`config.mk`:
```
export PLATFORM = sky130hd
export DESIGN_NAME = serial_byte_tx
export DESIGN_NICKNAME = d
export VERILOG_FILES = /design/src/rtl/serial_byte_tx.sv
export SDC_FILE = /design/constraint.sdc
export NUM_CORES = 1
export LEC_CHECK = 0
export CELL_PAD_IN_SITES_DETAIL_PLACEMENT = 1
export CELL_PAD_IN_SITES_GLOBAL_PLACEMENT = 1
export CORE_MARGIN = 5
export CORE_UTILIZATION = 45
export DETAILED_ROUTE_END_ITERATION = 8
export PLACE_DENSITY = 0.84
export SYNTH_ARGS = -nofsm -noshare
export SYNTH_HDL_FRONTEND = slang
export SYNTH_SLANG_ARGS = --single-unit
```
`constraint.sdc`:
```
create_clock -name clk -period 2.45 [get_ports clk]
set_input_delay 0.245 -clock clk [delete_from_list [all_inputs] [get_ports clk]]
set_output_delay 0.245 -clock clk [all_outputs]
set_load 0.02 [all_outputs]
```
`src/rtl/serial_byte_tx.sv`:
```
// serial_byte_tx: parallel-in, serial-out transmitter with a one-word holding
// buffer. Words are shifted out MSB-first, one bit per clock, and consecutive
// frames stream back-to-back with no idle cycle between them.
// Optional feature macro: PARITY_EN appends an even-parity bit to each frame.
module serial_byte_tx #(
  parameter int WIDTH = 8
) (
  input  logic             clk,
  input  logic             reset_n,
  input  logic             in_valid,
  output logic             in_ready,
  input  logic [WIDTH-1:0] in_data,
  output logic             ser_out,
  output logic             ser_valid,
  output logic             frame_start,
  output logic             done,
  output logic             busy
);

  localparam int CW = (WIDTH > 2) ? $clog2(WIDTH) : 1;
  localparam logic [CW-1:0] CNT_LAST   = CW'(WIDTH - 1);
  localparam logic [CW-1:0] CNT_PENULT = CW'(WIDTH - 2);
  localparam logic [CW-1:0] CNT_ONE    = CW'(1);

  typedef enum logic [1:0] {
    ST_IDLE   = 2'b00,
`ifdef PARITY_EN
    ST_SHIFT  = 2'b01,
    ST_PARITY = 2'b10
`else
    ST_SHIFT  = 2'b01
`endif
  } state_t;

  state_t            state_r;
  logic [WIDTH-1:0]  sr_r;
  logic [CW-1:0]     bit_cnt_r;
  logic              hold_full_r;
  logic [WIDTH-1:0]  hold_data_r;
`ifdef PARITY_EN
  logic              parity_r;
`endif

  logic              last_bit_s;
  logic              accept_s;
  logic              bypass_s;
  logic              load_s;
  logic [WIDTH-1:0]  load_data_s;

  // Even parity over a data word.
  function automatic logic even_parity(input logic [WIDTH-1:0] word);
    even_parity = ^word;
  endfunction

  // The serial bit is always the MSB of the shift register; the register is
  // cleared whenever no frame bit is being driven, so idle output is 0.
  assign ser_out  = sr_r[WIDTH-1];
  assign in_ready = ~hold_full_r;

  // Decode last-bit cycle, accept, and where a new word enters the shifter.
  always_comb begin
    last_bit_s  = 1'b0;
    accept_s    = 1'b0;
    bypass_s    = 1'b0;
    load_s      = 1'b0;
    load_data_s = {WIDTH{1'b0}};
`ifdef PARITY_EN
    last_bit_s = (state_r == ST_PARITY);
`else
    last_bit_s = (state_r == ST_SHIFT) && (bit_cnt_r == CNT_LAST);
`endif
    accept_s = in_valid & ~hold_full_r;
    bypass_s = accept_s & ((state_r == ST_IDLE) | last_bit_s);
    if (last_bit_s && hold_full_r) begin
      load_s      = 1'b1;
      load_data_s = hold_data_r;
    end else if (bypass_s) begin
      load_s      = 1'b1;
      load_data_s = in_data;
    end else begin
      load_s      = 1'b0;
      load_data_s = {WIDTH{1'b0}};
    end
  end

  // Holding buffer: fills on an accept that cannot bypass, drains on refill.
  always_ff @(posedge clk or negedge reset_n) begin
    if (!reset_n) begin
      hold_full_r <= 1'b0;
      hold_data_r <= {WIDTH{1'b0}};
    end else if (accept_s && !bypass_s) begin
      hold_full_r <= 1'b1;
      hold_data_r <= in_data;
    end else if (last_bit_s && hold_full_r) begin
      hold_full_r <= 1'b0;
    end else begin
      hold_full_r <= hold_full_r;
    end
  end

  // Frame FSM, shifter, bit counter and registered strobes.
  always_ff @(posedge clk or negedge reset_n) begin
    if (!reset_n) begin
      state_r     <= ST_IDLE;
      sr_r        <= {WIDTH{1'b0}};
      bit_cnt_r   <= {CW{1'b0}};
      ser_valid   <= 1'b0;
      frame_start <= 1'b0;
      done        <= 1'b0;
      busy        <= 1'b0;
`ifdef PARITY_EN
      parity_r    <= 1'b0;
`endif
    end else begin
      frame_start <= 1'b0;
      done        <= 1'b0;
      if (load_s) begin
        state_r     <= ST_SHIFT;
        sr_r        <= load_data_s;
        bit_cnt_r   <= {CW{1'b0}};
        ser_valid   <= 1'b1;
        frame_start <= 1'b1;
        busy        <= 1'b1;
`ifdef PARITY_EN
        parity_r    <= even_parity(load_data_s);
`endif
      end else begin
        case (state_r)
          ST_SHIFT: begin
            if (bit_cnt_r == CNT_LAST) begin
`ifdef PARITY_EN
              state_r   <= ST_PARITY;
              sr_r      <= {parity_r, {(WIDTH-1){1'b0}}};
              ser_valid <= 1'b1;
              done      <= 1'b1;
              busy      <= 1'b1;
`else
              state_r   <= ST_IDLE;
              sr_r      <= {WIDTH{1'b0}};
              ser_valid <= 1'b0;
              busy      <= 1'b0;
`endif
            end else begin
              sr_r      <= {sr_r[WIDTH-2:0], 1'b0};
              bit_cnt_r <= bit_cnt_r + CNT_ONE;
              ser_valid <= 1'b1;
              busy      <= 1'b1;
`ifdef PARITY_EN
              done      <= 1'b0;
`else
              done      <= (bit_cnt_r == CNT_PENULT);
`endif
            end
          end
          default: begin
            state_r   <= ST_IDLE;
            sr_r      <= {WIDTH{1'b0}};
            ser_valid <= 1'b0;
            busy      <= 1'b0;
          end
        endcase
      end
    end
  end

endmodule

```
==> impl_metrics.yaml <==
route:
  vias_per_cell: 5.472
  vias: 684
  routed_wl_um: 2128
  firstDrtPassIters: 2
  drt_iter0_drc: 12
  wl_per_cell_um: 17.02
  route.detailed.drc: 0
  ant_nets: 0
power:
  pwr-share-clk_pct: 18.6
  p_leak_nw: 0.5954
  total_power_mw: 1.530
  internal_power_mw: 1.017
  power_density_mw_per_mm2: 1170
  peakVddDrop_mv: 0.6174
  pwr-share-comb_pct: 38.4
  netSwitchingPower_mw: 0.5122
  pwr-share-seq_pct: 43.0
  swShare_pct: 33.49
logic_synthesis:
  synth-seq-area-share_pct: 56.07
  synth_top_family_by_area: "compound AO/OA/AOI/OAI gates"
  netlist_instances: 78
  synth_seq_cells: 24
  async_reset_ff_share_pct: 100.0
  synth.distinct_cells: 25
  synth-compound-area-share_pct: 14.14
  synth_fa_ha_area_share_pct: 4.673
  synthMuxAreaShare_pct: 8.411
  synth_xor_area_share_pct: 0
  synth_nets: 93
  synth_edf_count: 0
  syn_area_mm2: 0.001071
  synthSimpleGateAreaFrac_pct: 13.90
  avgSynthCellArea_um2: 13.73
  synth_area_leader_cell: "dfrtp_1"
  synth.area.top_cells: "dfrtp_1, mux2_1, a221o_1"
  ys.flop_type: "dfrtp_1"
  synth_top_cell_area_share_pct: 56.07
  ys_warn_count: 0
critical_path:
  cp_common_cell: "ha_1"
  cp.required_ps: 2650
  rr_endpoint: "hold_data_r[6]"
  critical_path.startpoint_type: "register"
  arrival_ps: 2080
  r2r_slack_ps: 570
  path_cells: "ha_1 > ha_1 > nand2b_2 > nor2_8 > mux2_1"
  crit_slowest_cell: "dfrtp_1"
  critPathKind: "reg -> reg"
  max_stage_delay_ps: 440
  rr_worst_depth: 5
  crit_start: "bit_cnt_r[0]"
  reg2reg_from: "bit_cnt_r[0]"
  path_max_fanout: 9
  crit_path_end_kind: "register"
  critPathCapture: "hold_data_r[6]"
place:
  post_dp_cell_area_mm2: 0.001255
  gp_congestion: 0.8112
  post-place-cells: 121
  hpwl_um: 1526
  io_buffers: 16
finish:
  nNetsFinal: 113
  drive_gt1_share_pct: 11.34
  layoutNonFillerInstCount: 125
  syn2layout_area_growth_pct: 22.08
  num_antenna_cells: 0
  design_area_mm2: 0.001308
grt:
  grt_pass1_wl_um: 3677
  grt_pass1_vias: 752
  grt.overflow.total: 0
  antenna_found_initial: 0
  grt_max_degree: 25
  track_usage_pct: 14.33
die:
  io_pins: 17
  coreArea_mm2: 0.002233
  start_util_pct: 47.96
  num_rows: 17
  die_y_um: 58.79
  die_w_um: 58.79
  dieArea_mm2: 0.003456
timing:
  drv_slew: 0
  tns_ps: 0
  rsz0062_at_grt: "false"
  timing.final.crit_share_pct: 76.67
  worst_slew_pin_slew_ps: 350.9
  layout_min_cycle_time_ps: 1878
  setup_viol: 0
  fmax_ghz: 0.5324
  hold_viol: 0
  fin_skew_ps: 4.800
  hold-worst-slack_ps: 269.6
  relSlewSlack_pct: 76.40
clock_network:
  htreeDepth: 1
  clock_latency_ps: 310
  clkSinkCount: 24
  cts_buffers: 3
  clk_pin_slew_worst_paths_ps: 130
  clock_path_buffers: 2
  post_cts_buffers: 0
  cts_root_buf: "clkbuf_4"
  ctsHoldBuffers: 0
  cts_tree: "built"
  cts_resized: 0
status:
  status: "complete, no violations"
hold_path:
  hold_path.class: "in -> async"
job:
  max_cap_viol_count: 0
==> worst max-delay path: cells and delay by family (launching register included) <==
kind,cells,cell delay [ps]
AND/OR/NAND/NOR,2,490
adder cells (fa/ha/maj),2,480
flip-flops,1,440
multiplexers,1,360
==> cell usage in the layout, fill, tap and decap left out, types with 2 or more instances in the layout <==
cell | Yosys | routed
dfrtp_1 | 24 | 24
clkdlybuf4s50_1 | 0 | 16
mux2_1 | 8 | 8
and2_1 | 7 | 7
a221o_1 | 7 | 7
ha_1 | 4 | 4
inv_1 | 3 | 3
nand2_1 | 3 | 3
clkbuf_4 | 0 | 3
nand2b_2 | 2 | 2
and2b_1 | 2 | 2
or3_1 | 2 | 2
a32o_1 | 2 | 2
==> layout make-up <==
type,count,area (um2)
Inverter,3,11.26
Clock inverter,1,30.03
Fill cell,226,925.9
Tap cell,28,35.03
Timing Repair Buffer,17,167.7
Sequential cell,24,600.6
Clock buffer,3,22.52
Multi-Input combinational cell,49,440.4
==> metal layers <==
| layer | track usage [%] | wire length [um] | vias to the layer above |
|---|---|---|---|
| met5 | 0 | 0 | - |
| met4 | 4.854 | 20 | 0 |
| li1 | - | - | 319 |
| met1 | 17.83 | 925 | 352 |
| met3 | 3.070 | 86 | 2 |
| met2 | 24.45 | 1096 | 11 |
==> power groups by stage <==
stage | sequential (mW) | combinational, mW | clock [mW]
floorplan | 0.665 | 0.400 | 0
global placement | 0.654 | 0.571 | 0
detailed placement | 0.666 | 0.592 | 0
CTS | 0.660 | 0.601 | 0.289
global route | 0.683 | 0.647 | 0.308
finish | 0.658 | 0.588 | 0.284
==> synthesized netlist by cell type, drive strengths merged, types with 2 or more instances <==
cell and n:
dfrtp 24, mux2 8, a221o 7, and2 7, ha 4, inv 3
nand2 3, nand2b 3, a32o 2, and2b 2, buf 2, nor2 2
or3 2
==> logic make-up (layout without fill, tap and decap cells) <==
family | after synthesis | after routing
DFF | 24 | 24
and+or+nand+nor | 21 | 21
AOI/OAI and AO/OA | 16 | 16
muxes | 8 | 8
buffers and inverters | 5 | 24
adders and majority gates | 4 | 4
==> flip-flops by register name, indices dropped and copies added (netlist names) <==
signal	count
hold_data_r	8
hold_full_r	1
sr_r	8
busy	1
state_r	1
done	1
frame_start	1
bit_cnt_r	3
==> per-stage QoR <==
stage | utilization (%) | setup WS (ps)
6_report | 58.54 | 571.7
5_1_grt | 58.54 | 503.3
4_1_cts | 58.54 | 555.1
3_5_place_dp | 56.19 | 601.2
3_3_place_gp | 56.19 | 676.7
2_1_floorplan | - | 747.2
==> how the worst min path moves through the flow <==
stage | startpoint | end | slack, ps | cells after the start
final | reset_n | sr_r[2] | 270 | 2
after global placement | hold_data_r[1] | hold_data_r[1] | 460 | 1
after global routing | reset_n | sr_r[3] | 290 | 2
after detailed placement | sr_r[4] | sr_r[5] | 460 | 1
after CTS | reset_n | sr_r[2] | 270 | 2
after floorplan | reset_n | bit_cnt_r[0] | -50 | 0
Note: power is estimated with default switching activity, not from simulation.
